$ cat src/rtl/div_if.sv
// div_if: request/response bundle between the CPU datapath and the divider
interface div_if #(parameter int WIDTH = 32);
    logic [WIDTH-1:0]   a;
    logic [WIDTH-1:0]   b;
    logic               start;
    logic               is_signed;
    logic               busy;
    logic               divfinish;
    logic               div_by_zero;
    logic [2*WIDTH-1:0] y;
    modport master (output a, b, start, is_signed, input busy, divfinish, div_by_zero, y);
    modport slave (input a, b, start, is_signed, output busy, divfinish, div_by_zero, y);
endinterface

$ cat src/rtl/div_unit.sv
// div_unit: sequential restoring divider for div/divu, one quotient bit per clock;
// defining DIV_EARLY_OUT_EN finishes in one edge when |a| < |b|
module div_unit #(
    parameter int WIDTH = 32
) (
    input logic  clk,
    input logic  rst_n,
    div_if.slave bus
);
    localparam int CW = $clog2(WIDTH + 1);
    typedef enum logic [1:0] {IDLE, CALC, FIX} state_t;
    state_t             state_q, state_d;
    logic [WIDTH-1:0]   rem_q, quo_q, dvsr_q, abs_a, abs_b;
    logic [CW-1:0]      cnt_q;
    logic               sgn_quo_q, sgn_rem_q, dbz_q;
    logic [WIDTH:0]     trial;
    logic               b_zero, early;
    logic [2*WIDTH-1:0] y_q;
    logic               fin_q, dbz_out_q;
    assign abs_a = (bus.is_signed && bus.a[WIDTH-1]) ? -bus.a : bus.a;
    assign abs_b = (bus.is_signed && bus.b[WIDTH-1]) ? -bus.b : bus.b;
    assign b_zero = (bus.b == '0);
    assign trial = {rem_q, quo_q[WIDTH-1]} - {1'b0, dvsr_q};
`ifdef DIV_EARLY_OUT_EN
    assign early = !b_zero && (abs_a < abs_b);
`else
    assign early = 1'b0;
`endif
    assign bus.busy = (state_q != IDLE);
    assign bus.y = y_q;
    assign bus.divfinish = fin_q;
    assign bus.div_by_zero = dbz_out_q;
    // next state: launch from IDLE, iterate WIDTH times, one FIX edge to publish
    always_comb begin
        state_d = state_q;
        case (state_q)
            IDLE:    state_d = bus.start ? ((b_zero || early) ? FIX : CALC) : IDLE;
            CALC:    state_d = (cnt_q == CW'(1)) ? FIX : CALC;
            FIX:     state_d = IDLE;
            default: state_d = IDLE;
        endcase
    end
    // state register and datapath; the divide-by-zero result is preloaded so FIX needs no special case
    always_ff @(posedge clk) begin
        if (!rst_n) begin
            state_q   <= IDLE;
            rem_q     <= '0;
            quo_q     <= '0;
            dvsr_q    <= '0;
            cnt_q     <= '0;
            sgn_quo_q <= 1'b0;
            sgn_rem_q <= 1'b0;
            dbz_q     <= 1'b0;
            y_q       <= '0;
            fin_q     <= 1'b0;
            dbz_out_q <= 1'b0;
        end else begin
            state_q <= state_d;
            fin_q   <= 1'b0;
            case (state_q)
                IDLE: if (bus.start) begin
                    dvsr_q    <= abs_b;
                    cnt_q     <= CW'(WIDTH);
                    dbz_q     <= b_zero;
                    rem_q     <= b_zero ? bus.a : (early ? abs_a : '0);
                    quo_q     <= b_zero ? '1 : (early ? '0 : abs_a);
                    sgn_quo_q <= !b_zero && bus.is_signed && (bus.a[WIDTH-1] ^ bus.b[WIDTH-1]);
                    sgn_rem_q <= !b_zero && bus.is_signed && bus.a[WIDTH-1];
                end
                CALC: begin
                    rem_q <= trial[WIDTH] ? {rem_q[WIDTH-2:0], quo_q[WIDTH-1]} : trial[WIDTH-1:0];
                    quo_q <= {quo_q[WIDTH-2:0], !trial[WIDTH]};
                    cnt_q <= cnt_q - CW'(1);
                end
                FIX: begin
                    y_q       <= {sgn_rem_q ? -rem_q : rem_q, sgn_quo_q ? -quo_q : quo_q};
                    fin_q     <= 1'b1;
                    dbz_out_q <= dbz_q;
                end
                default: ;
            endcase
        end
    end
endmodule

$ cat src/flat_wrapper.sv
// flat-port wrapper written by rule: the top's interface ports become plain ports
module div_unit_flat 
#(
    parameter int WIDTH = 32
)
  (clk, rst_n, bus_a, bus_b, bus_start, bus_is_signed, bus_busy, bus_divfinish, bus_div_by_zero, bus_y);
  div_if #(.WIDTH(WIDTH)) bus_i ();
  input logic clk;
  input logic rst_n;
  input wire logic [$bits(bus_i.a)-1:0] bus_a;
  input wire logic [$bits(bus_i.b)-1:0] bus_b;
  input wire logic [$bits(bus_i.start)-1:0] bus_start;
  input wire logic [$bits(bus_i.is_signed)-1:0] bus_is_signed;
  output wire logic [$bits(bus_i.busy)-1:0] bus_busy;
  output wire logic [$bits(bus_i.divfinish)-1:0] bus_divfinish;
  output wire logic [$bits(bus_i.div_by_zero)-1:0] bus_div_by_zero;
  output wire logic [$bits(bus_i.y)-1:0] bus_y;
  assign bus_i.a = bus_a;
  assign bus_i.b = bus_b;
  assign bus_i.start = bus_start;
  assign bus_i.is_signed = bus_is_signed;
  assign bus_busy = bus_i.busy;
  assign bus_divfinish = bus_i.divfinish;
  assign bus_div_by_zero = bus_i.div_by_zero;
  assign bus_y = bus_i.y;
  div_unit #(.WIDTH(WIDTH)) u_core (.clk(clk), .rst_n(rst_n), .bus(bus_i));
endmodule
$ cat config.mk
export PLATFORM = sky130hd
export DESIGN_NAME = div_unit_flat
export DESIGN_NICKNAME = d
export VERILOG_FILES = /design/src/rtl/div_if.sv /design/src/rtl/div_unit.sv /design/src/flat_wrapper.sv
export SDC_FILE = /design/constraint.sdc
export NUM_CORES = 1
export LEC_CHECK = 0
export ABC_CLOCK_PERIOD_IN_PS = 5200
export BUFFER_PORTS_ARGS = -buffer_cell sky130_fd_sc_hd__buf_2
export CORE_MARGIN = 10
export CORE_UTILIZATION = 50
export DETAILED_ROUTE_END_ITERATION = 7
export PLACE_DENSITY = 0.76
export RECOVER_POWER = 100
export REMOVE_ABC_BUFFERS = 1
export SLEW_MARGIN = 30
export SYNTH_ARGS = -nofsm -noshare
export SYNTH_HDL_FRONTEND = slang
export SYNTH_SLANG_ARGS = --single-unit
$ cat constraint.sdc
create_clock -name clk -period 5.2 [get_ports clk]
set_clock_uncertainty 0.1 [all_clocks]
set_input_delay 0.78 -clock clk [delete_from_list [all_inputs] [get_ports clk]]
set_output_delay 0.78 -clock clk [all_outputs]
set_load 0.05 [all_outputs]
=== Word-level counts from Yosys, hierarchy flattened ===
Cells that the tools add are included.

* Output and inout port bits: 67
* Logic and storage cells: 53
* Input port bits: 68
* Register bits after elaboration: 173

* Reductions and logical operators: 13
* Equal/unequal tests: 4
* Muxes and demuxes: 18
* Bitwise gates (word level): 1
* Add/sub/neg operators: 6

{| class="wikitable"
|+ Operator list
! cell !! number
|-
| 32-bit two-way mux || 9
|-
| 32-bit negation || 4
|-
| 32-bit case mux with 2 select lines || 2
|-
| 33-bit by 32-bit subtractor with 33-bit output || 1
|-
| 32-bit logical NOT || 1
|-
| 6-bit case mux with 2 select lines || 1
|-
| 6-bit by 1-bit equality test with 1-bit output (second input constant) || 1
|-
| 2-bit two-way mux || 3
|-
| 6-bit two-way mux || 1
|-
| 6-bit by 1-bit subtractor with 6-bit output (second input constant) || 1
|-
| 1-bit logical AND || 5
|-
| 2-bit case mux with 2 select lines || 1
|-
| 2-bit AND reduction || 2
|-
| 2-bit nonzero test || 2
|-
| 2-bit by 1-bit equality test with 1-bit output (second input constant) || 1
|-
| 2-bit equality test (second input constant) || 1
|-
| 1-bit logical NOT || 2
|-
| 2-bit logical NOT || 1
|-
| 2-bit inequality test (second input constant) || 1
|-
| 1-bit two-way mux || 1
|-
| 1-bit bitwise XOR || 1
|}

=== Longest topological paths before layout ===
Gate-level depths: netlist of run 1.

* Depth in word-level cells: 5
* Mapped depth: 14
* Depth with buffers taken out: 12

=== Worst setup path before layout of run 1 ===
Ideal clock, no wire load.

* Path type: register -> register
* Start point: register u_core.quo_q[31]
* End point: register u_core.rem_q[17]
* Cell stages (with the launch flop): 15
* Arrival: 3.018 ns
* Path buffers: 2
* Library setup time: 0.143 ns
* Period minus slack after synthesis: 3.261 ns
* Data required time: 4.957 ns
* Slack: 1.939 ns
* Cells stage by stage: dfxtp_1 -> inv_1 -> ha_1 -> fa_1 -> nand2b_1 -> a21oi_1 -> o21ai_1 -> o21ai_1 -> a21oi_2 -> o21ai_0 -> clkbuf_1 -> buf_2 -> nor3_1 -> o21ai_0 -> a221oi_2

* Longest elaborated chain between the ends: 3

{| class="wikitable"
|+ RTL lines
! what !! line !! RTL
|-
| start, declared || div_unit.sv:13 || <nowiki>logic [WIDTH-1:0] rem_q, quo_q, dvsr_q, abs_a, abs_b;</nowiki>
|-
| start signal, assigned || div_unit.sv:66 || <nowiki>quo_q <= b_zero ? '1 : (early ? '0 : abs_a);</nowiki>
|-
| start signal, assigned || div_unit.sv:72 || <nowiki>quo_q <= {quo_q[WIDTH-2:0], !trial[WIDTH]};</nowiki>
|-
| 33-bit by 32-bit subtractor with 33-bit output || div_unit.sv:23 || <nowiki>assign trial = {rem_q, quo_q[WIDTH-1]} - {1'b0, dvsr_q};</nowiki>
|-
| 32-bit two-way mux || div_unit.sv:71 || <nowiki>rem_q <= trial[WIDTH] ? {rem_q[WIDTH-2:0], quo_q[WIDTH-1]} : trial[WIDTH-1:0];</nowiki>
|-
| 32-bit case mux with 2 select lines || div_unit.sv:60 || <nowiki>case (state_q)</nowiki>
|-
| end signal, assigned || div_unit.sv:65 || <nowiki>rem_q <= b_zero ? bus.a : (early ? abs_a : '0);</nowiki>
|-
| end signal, assigned || div_unit.sv:71 ||
|-
| end, declared || div_unit.sv:13 ||
|}

Every way passes these cells.
A chain may end at the register's enable or synchronous reset.

=== Worst setup path in the final report of run 1 ===
* Start point: register u_core.quo_q[31]
* End point: register u_core.rem_q[31]

Same word-level chain as after synthesis.

==> results of run 1 <==
[flip-flops by register name (all words and copies together), names as in the netlist]
| name | cells |
|---|---|
| u_core.bus.div_by_zero | 1 |
| u_core.bus.divfinish | 1 |
| u_core.bus.y | 64 |
| u_core.cnt_q | 6 |
| u_core.dbz_q | 1 |
| u_core.dvsr_q | 32 |
| u_core.quo_q | 32 |
| u_core.rem_q | 32 |
| u_core.sgn_quo_q | 1 |
| u_core.sgn_rem_q | 1 |
| u_core.state_q | 2 |
[logic make-up after synthesis]
family,after synthesis,synth area share [%]
and+or+nand+nor,437,18.4
muxes,10,0.881
DFF,173,30.5
adders and majority gates,39,4.36
AOI/OAI and AO/OA,507,29.3
buffers and inverters,175,6.18
xor gates and xnor gates,135,10.4
[area by class of cell]
class                   instances  area (sq um)  area share [%]
well taps                     285           357            2.84
inverters                      77           294            2.35
multi-input cells            1128          7160            57.1
clock buffers                  18           429            3.42
clock inverters                13           141            1.13
repair buffers                151           687            5.48
diodes                          3          7.51          0.0599
flip-flops and latches        173          3460            27.6
[power breakdown]
group	internal, mW	switching [mW]
combinational	0.514	0.843
clock	0.708	0.566
sequential	1.41	0.116
total	2.64	1.52
[worst max-delay path: stages (launching register included)]
cell and delay [ns]:
dfxtp_1 0.41, inv_1 0.07, ha_1 0.20, fa_1 0.41, nand2b_1 0.18, a21oi_1 0.21
o21ai_0 0.21, o21ai_1 0.44, a21oi_1 0.29, a21o_1 0.43, nor2_1 0.79, nand3_1 0.25
o221ai_1 0.31
[worst paths after layout]
kind / end / slack, ns / cells after the start
setup / recovery: u_core.rem_q[31] / 0.78 / 12
setup reg to reg: u_core.rem_q[31] / 0.78 / 12
hold / removal: u_core.bus.y[26] / 0.35 / 2
hold reg to reg: u_core.bus.y[26] / 0.35 / 2
[stage by stage]
step                      std cells  hold slack, ns  util [%]  setup slack, ns
after floorplan                1378           0.332         -           -0.173
after global placement         1813           0.336      53.9             1.20
after detailed placement       1813           0.344      53.9             1.08
after CTS                      1844           0.352      56.4             1.05
after global routing           1847           0.375      55.7            0.412
final                          1848           0.350      55.7            0.780
[cell usage after synthesis (4+ instances only)]
cell type,count
a22oi_1,9
a311oi_1,6
nand2b_1,14
buf_2,5
o21ai_0,92
a31oi_1,14
nor2b_1,4
o21a_1,4
a221oi_2,15
o221ai_1,8
o22ai_1,4
a21o_1,17
ha_1,38
nand4_1,12
and3_1,10
xor2_1,74
dfxtp_1,173
o211ai_1,11
or3_1,14
or4_1,12
inv_1,77
o31ai_1,27
a21oi_1,164
xnor2_1,61
nor3_1,42
nor2_1,144
mux2i_1,10
a221oi_1,9
a211oi_1,91
nand2_1,111
nor4_1,19
and2_1,5
buf_1,10
nand3_1,33
clkbuf_1,78
o41ai_1,14
[cells in the final DEF, fill, tap and decap left out, types with 6 or more instances in the layout]
cell / Yosys / final
a211oi_1: 91 / 91
a21o_1: 17 / 17
a21oi_1: 164 / 165
a221oi_1: 9 / 11
a221oi_2: 15 / 13
a22oi_1: 9 / 9
a311oi_1: 6 / 6
a31oi_1: 14 / 14
and3_1: 10 / 10
buf_2: 5 / 65
buf_4: 0 / 10
clkbuf_1: 78 / 76
clkbuf_16: 0 / 17
dfxtp_1: 173 / 173
ha_1: 38 / 38
inv_1: 77 / 76
mux2i_1: 10 / 10
nand2_1: 111 / 111
nand2b_1: 14 / 14
nand3_1: 33 / 33
nand4_1: 12 / 12
nor2_1: 144 / 143
nor3_1: 42 / 42
nor4_1: 19 / 20
o211ai_1: 11 / 11
o21ai_0: 92 / 92
o221ai_1: 8 / 8
o31ai_1: 27 / 27
o41ai_1: 14 / 14
or3_1: 14 / 14
or4_1: 12 / 14
xnor2_1: 61 / 61
xor2_1: 74 / 74
[layer usage]
layer  vias to the layer above  wire (um)
li1                       5531          -
met1                      5052      14600
met2                       422      14900
met3                        41       2770
met4                         0        616
met5                         -          0
==> run_results.csv, run 1 <==
group,metric,value,unit
worst_hold_path,hold_path.class,"reg -> reg",
grt,grt.overflow.total,0,
timing,final-max-slew-violation-count,285,
setup_path,critPathLaunch,"u_core.quo_q[31]",
grt,met3_usage,4.06,%
finish,fin_nets,1655,
power_and_ir_drop,leakage,4.52,nW
floorplanning,coreArea,0.0225,sq mm
synthesis,synth_top_area_share,30.5,%
synthesis,ys.flop_type,"dfxtp_1",
synthesis,syn_inst,1476,
cts,ctsLongestPathBuffers,2,
grt,grt_max_degree,98,
power_and_ir_drop,powerDensity,332,mW/mm^2
placement,gp_congestion,0.972,
power_and_ir_drop,vdd_ir_drop_max,0.000233,V
finish,syn2layout_area_growth,10.4,%
timing,fmax,226,MHz
setup_path,worstPathRequired,5.44,ns
route,drtPass1Iterations,6,
floorplanning,die_h,171,um
timing,relSlewSlack,-33.9,%
setup_path,crit_type,"reg -> reg",
grt,busiest_layer,"met2",
power_and_ir_drop,power,4.16,mW
worst_hold_path,holdCritStartpoint,"u_core.bus.y[26]",
cts,cts_tree,"done",
synthesis,ys_warn_count,0,
cts,worstSkewPairLatency,0.44,ns
synthesis,synth.distinct_cells,65,
setup_path,crit_arrival,4.66,ns
route,dr_total_vias,11046,
run,cap_violations,6,
timing,hold_viol,0,
grt,grt_pass1_vias,10237,
grt,grt_pass1_wl,52900,um
timing,tns,0,ns
cts,cts_resized,0,
floorplanning,initial_utilization,50.5,%
cts,h-tree-depth,4,
setup_path,critPathLaunchType,"register",
setup_path,r2r_start,"u_core.quo_q[31]",
synthesis,synth_edf_count,0,
route,wl_per_cell,17.8,um
timing,period_share,85.0,%
timing,setup_viol,0,
grt,antenna_found_initial,3,
route,drt_iter0_drc,1100,
placement,port_buffers,134,
placement,place_area,0.0121,sq mm
route,ant_nets,0,
outcome,violations,"max-capacitance violations, max-slew violations",
cts,clk_pin_slew,0.07,ns
finish,drive_gt1_share,8.53,%
grt,grt_use_met1,29.5,%
cts,numClockSinks,173,
floorplanning,rows,55,
route,totalWireLength,32900,um
cts,cts_root_buf,"clkbuf_16",
synthesis,synth_seq_cells,173,
synthesis,seq_area_frac_synth,30.5,%
cts,holdBufCountCts,0,
route,drc_errors,0,
finish,fill_cells,2166,
floorplanning,io-pin-count,135,
synthesis,netlist_area,0.0114,sq mm
floorplanning,die-area,0.0291,sq mm
setup_path,path_max_fanout,20,
synthesis,syn_avg_cell_area,7.69,sq um
timing,min_period,4.42,ns
synthesis,yosys-top-cells-area,"dfxtp_1 (30%), a21oi_1 (7.2%), a211oi_1 (6.0%), xor2_1 (5.7%), nor2_1 (4.8%)",
grt,grtUsageMet2,35.2,%
grt,grt_usage,22.0,%
cts,cts_made_buffers,17,
cts,cts_setup_buffers,0,
finish,fin_area,0.0125,sq mm
outcome,status,"finished, violations left",
floorplanning,die_w,171,um
placement,dpl.hpwl,24300,um
route,viasPerCell,5.98,
synthesis,yosysTopAreaCell,"dfxtp_1",
synthesis,synth-async-reset-ratio,0,%
setup_path,end_kind,"register",
timing,rsz0062_at_grt,"false",
timing,tightest_slew,2.01,ns
(Power assumes the default switching activity.)
==> run 2, diff against run 1 <==
ABC_CLOCK_PERIOD_IN_PS = 3700   (was 5200)
PLACE_DENSITY = 0.79   (was 0.76)
clock period = 3.7 ns   (was 5.2 ns; I/O delays follow)
==> run 2 against run 1 <==
The run still ends with max-capacitance violations, max-slew violations left. Die area stayed put. Sequential power is 40% higher. Sequential share of layout area is 0.54 points lower. First-iteration DRC count is 3.0% lower. Utilization is 1.1 points higher. Clock power is 49% higher. Cell area is 2.0% higher. Largest power group unchanged. Highest routed layer unchanged.
==> run_results.csv, run 2 (synthesis gave the netlist of run 1 again) <==
group,metric,value,unit
outcome,status,"finished, violations left",
outcome,violations,"max-capacitance violations, max-slew violations",
grt,grt_max_degree,90,
route,dr_total_vias,11154,
cts,holdBufCountCts,0,
worst_hold_path,hold_path.class,"in -> reg",
cts,ctsLongestPathBuffers,2,
timing,tns,0,ns
timing,min_period,3.46,ns
worst_hold_path,whs_path_depth,3,
floorplanning,coreArea,0.0225,sq mm
timing,rsz0062_at_grt,"false",
finish,fin_nets,1671,
setup_path,worstPathRequired,3.88,ns
finish,largest_reg_flops,64,
power_and_ir_drop,power,6.01,mW
cts,cts_root_buf,"clkbuf_16",
power_and_ir_drop,powerDensity,470,mW/mm^2
power_and_ir_drop,power.switching,2.22,mW
finish,mostFrequentLayoutCell,"dfxtp_1",
timing,final-max-slew-violation-count,60,
floorplanning,die_h,171,um
floorplanning,initial_utilization,50.5,%
timing,fin_hold_ws,0.297,ns
placement,dpl.hpwl,25100,um
grt,grt_pass1_wl,54000,um
setup_path,critPathLaunchType,"input pin",
placement,gp_congestion,0.923,
setup_path,end_kind,"register",
finish,fin_util,56.8,%
finish,final_cells,1868,
cts,h-tree-depth,4,
floorplanning,die_w,171,um
floorplanning,die-area,0.0291,sq mm
grt,grt_pass1_vias,10332,
cts,cts_made_buffers,17,
timing,setup_slack,0.241,ns
route,drt_iter0_drc,1067,
power_and_ir_drop,netSwitchingFraction,37.0,%
route,viasPerCell,5.97,
cts,cts_resized,0,
placement,port_buffers,134,
route,totalWireLength,33600,um
cts,cts_tree,"done",
setup_path,reg2reg_depth,13,
timing,period_share,93.5,%
timing,hold_viol,0,
timing,relSlewSlack,-51.3,%
power_and_ir_drop,vdd_ir_drop_max,0.000256,V
cts,cts_setup_buffers,0,
cts,numClockSinks,173,
timing,setup_viol,0,
power_and_ir_drop,combPwrFrac,32.9,%
power_and_ir_drop,power_frac_seq,35.7,%
power_and_ir_drop,power.share.clock,31.4,%
finish,final_cell_mix,"dfxtp_1 (173), a21oi_1 (164), nor2_1 (143), nand2_1 (111)",
route,wl_per_cell,18.0,um
floorplanning,io-pin-count,135,
setup_path,crit_arrival,3.64,ns
floorplanning,rows,55,
run,cap_violations,1,
finish,drive_gt1_share,10.1,%
setup_path,crit_type,"in -> reg",
grt,grt_usage,22.7,%
power_and_ir_drop,leakage,4.67,nW
timing,tightest_slew,2.27,ns
grt,grt.overflow.total,0,
placement,dp_slack,0.188,ns
route,drc_errors,0,
finish,syn2layout_area_growth,12.6,%
route,ant_nets,0,
finish,fin_area,0.0128,sq mm
cts,clk_pin_slew,0.07,ns
power_and_ir_drop,p_int,3.79,mW
timing,fmax,289,MHz
route,drtPass1Iterations,7,
placement,placedCellCount,1830,
setup_path,path_max_fanout,60,
grt,antenna_found_initial,6,
cts,worstSkewPairLatency,0.44,ns
placement,place_area,0.0123,sq mm
run 2: cell count changes in the layout (fill, tap and decap cells not counted), sizes merged:
| cell | change |
|---|---|
| buf | +23 |
| diode | +3 |
| clkinv | -1 |
| inv | +3 |
| clkbuf | -7 |
| clkinvlp | -1 |
run 2: final timing paths:
check,startpoint,to,slack [ns]
worst max-delay path,rst_n,u_core.dvsr_q[23],0.24
worst min-delay path,bus_b[0],u_core.dvsr_q[0],0.30
worst max register to register,u_core.dvsr_q[23],u_core.rem_q[28],0.38
worst min register to register,u_core.bus.y[23],u_core.bus.y[23],0.35
run 2: layout make-up:
| cell class | count | area [sq um] |
|---|---|---|
| Inverter | 77 | 289 |
| Multi-Input combinational cell | 1128 | 7180 |
| Clock inverter | 14 | 178 |
| Antenna cell | 6 | 15.0 |
| Fill cell | 2173 | 9720 |
| Clock buffer | 18 | 439 |
| Timing Repair Buffer | 167 | 867 |
| Tap cell | 285 | 357 |
| Sequential cell | 173 | 3460 |
run 2: power groups by stage:
stage | clock (mW) | sequential (mW) | combinational (mW)
finish | 1.89 | 2.14 | 1.98
global route | 1.99 | 2.16 | 2.19
CTS | 1.90 | 2.14 | 1.96
detailed placement | 0 | 2.18 | 1.94
global placement | 0 | 2.17 | 1.92
floorplan | 0 | 2.16 | 1.40
run 2: worst max-delay path: stages:
cell and delay (ns):
clkbuf_1 0.46, inv_1 1.81, buf_2 0.64, a211oi_1 0.09
run 2: layer usage:
layer	GRT usage, %	vias up	wire (um)
met5	0	-	0
li1	-	5552	-
met4	8.01	0	592
met3	3.16	38	2540
met1	30.0	5143	14900
met2	36.9	421	15500
==> run 3, diff against run 2 <==
PLACE_DENSITY = 0.76   (was 0.79)
SLEW_MARGIN = 20   (was 30)
==> run 3 against run 2 <==
The run now ends clean. Critical endpoint is now u_core.quo_q[31]. Cell area shrank 0.25%. Critical path type unchanged. Maximum frequency fell by 2.9%. Non-clock buffer count is 5 higher. Utilization shrank 0.14 points. Worst setup slack lost 0.10 ns. Largest cell class unchanged. Sequential share of layout area is 0.069 points higher. Worst hold slack got worse by 0.0036 ns. Count of clock-buffer cells in the layout unchanged. Clock power is 2% lower.
==> run_results.csv, run 3 (synthesis gave the netlist of run 1 again) <==
group,metric,value,unit
power_and_ir_drop,vdd_ir_drop_max,0.000255,V
grt,grt_usage,22.2,%
setup_path,max_stage_delay,0.56,ns
cts,cts_resized,0,
placement,gp_congestion,0.948,
finish,mostFrequentLayoutCell,"dfxtp_1",
grt,grt_use_met1,29.7,%
timing,tightest_slew,1.32,ns
cts,cts_root_buf,"clkbuf_16",
route,dr_total_vias,11112,
cts,numClockSinks,173,
floorplanning,io-pin-count,135,
cts,holdBufCountCts,0,
finish,multi_input_area,0.00719,sq mm
placement,dp_slack,0.176,ns
grt,grtUsageMet2,35.3,%
timing,fmax,281,MHz
route,drtPass1Iterations,5,
timing,setup_viol,0,
cts,h-tree-depth,4,
grt,busiest_layer,"met2",
placement,placedCellCount,1835,
setup_path,critPathLaunchType,"input pin",
floorplanning,initial_utilization,50.5,%
grt,grt_pass1_vias,10195,
placement,port_buffers,134,
setup_path,path_max_fanout,12,
timing,relSlewSlack,11.9,%
cts,cts_made_buffers,17,
route,drt_iter0_drc,943,
power_and_ir_drop,powerDensity,467,mW/mm^2
setup_path,worstPathRequired,3.92,ns
grt,grt_pass1_wl,53100,um
route,wl_per_cell,17.7,um
setup_path,worstPathCellList,"buf_2 -> or4_4 -> nor4_1 -> nand2b_2 -> or4_1 -> nor3_2 -> clkbuf_1 -> buf_4 -> a21oi_1 -> nor2_1 -> a221oi_1 -> nor2_1",
timing,hold_viol,0,
timing,setup_slack,0.139,ns
cts,ctsLongestPathBuffers,2,
setup_path,crit_arrival,3.78,ns
timing,min_period,3.56,ns
finish,largest_reg_flops,64,
cts,clk_pin_slew,0.07,ns
floorplanning,die_h,171,um
timing,final-max-slew-violation-count,0,
finish,final-seq-area,0.00346,sq mm
outcome,status,"finished, final reports clean",
finish,fin_area,0.0128,sq mm
route,ant_nets,0,
route,totalWireLength,33100,um
cts,worstSkewPairLatency,0.44,ns
floorplanning,coreArea,0.0225,sq mm
grt,grt_max_degree,75,
route,drc_errors,0,
cts,cts_tree,"done",
run,cap_violations,0,
finish,syn2layout_area_growth,12.3,%
finish,final_cells,1870,
grt,grt.overflow.total,0,
finish,drive_gt1_share,10.1,%
setup_path,end_kind,"register",
setup_path,cpMaxStageDelayCell,"or4_4",
cts,cts_setup_buffers,0,
grt,met3_usage,3.32,%
grt,antenna_found_initial,4,
worst_hold_path,hold_path.class,"in -> reg",
finish,fin_nets,1676,
placement,place_area,0.0123,sq mm
route,viasPerCell,5.94,
placement,dpl.hpwl,24900,um
timing,rsz0062_at_grt,"false",
floorplanning,rows,55,
timing,period_share,96.3,%
floorplanning,die-area,0.0291,sq mm
floorplanning,die_w,171,um
finish,final_cell_mix,"dfxtp_1 (173), a21oi_1 (164), nor2_1 (144), nand2_1 (111), o21ai_0 (92)",
power_and_ir_drop,leakage,4.65,nW
setup_path,crit_type,"in -> reg",
finish,fin_util,56.7,%
finish,fill_cells,2180,
setup_path,crit_top_cell,"nor2_1",
==> run 3: layout make-up <==
type	count	area share [%]
timing repair buffer	172	6.65
clock inverter	13	1.26
multi-input combinational	1128	56.3
antenna	4	0.0785
sequential	173	27.2
inverter	77	2.29
clock buffer	18	3.44
tap	285	2.80
==> run 3: metrics by stage <==
| step | TNS, ns | hold slack, ns | total power, mW |
|---|---|---|---|
| after floorplan | -139.43 | 0.332 | 3.56 |
| after global placement | 0 | 0.336 | 4.08 |
| after detailed placement | 0 | 0.344 | 4.11 |
| after CTS | 0 | 0.288 | 5.95 |
| after global routing | 0 | 0.288 | 6.27 |
| final | 0 | 0.294 | 5.96 |
==> run 3: worst max-delay path: cells and delay by family <==
family          cells  cell delay, ns
buf+inv             3            0.98
simple gates        7            2.11
compound gates      2            0.13
==> run 3: per-layer routing <==
metal,routed length (um),vias up,share of wire [%]
met3,2300,63,6.9
met1,15000,5102,45
li1,-,5563,-
met5,0,-,0
met2,15100,384,46
met4,779,0,2.4
==> run 3: path summary, 6_finish.rpt <==
| kind | start | to | slack [ns] | depth (start not counted) |
|---|---|---|---|---|
| setup reg to reg | u_core.dvsr_q[25] | u_core.rem_q[28] | 0.17 | 12 |
| hold / removal | bus_b[0] | u_core.dvsr_q[0] | 0.29 | 3 |
| hold reg to reg | u_core.dbz_q | u_core.bus.div_by_zero | 0.35 | 2 |
| setup / recovery | bus_b[20] | u_core.quo_q[31] | 0.14 | 12 |
==> run 3: where the power goes <==
group / switching (mW) / internal, mW / leakage (nW)
Combinational: 1.21 / 0.755 / 2.95
Clock: 0.827 / 1.03 / 0.288
Sequential: 0.153 / 1.99 / 1.41
Total: 2.19 / 3.77 / 4.65
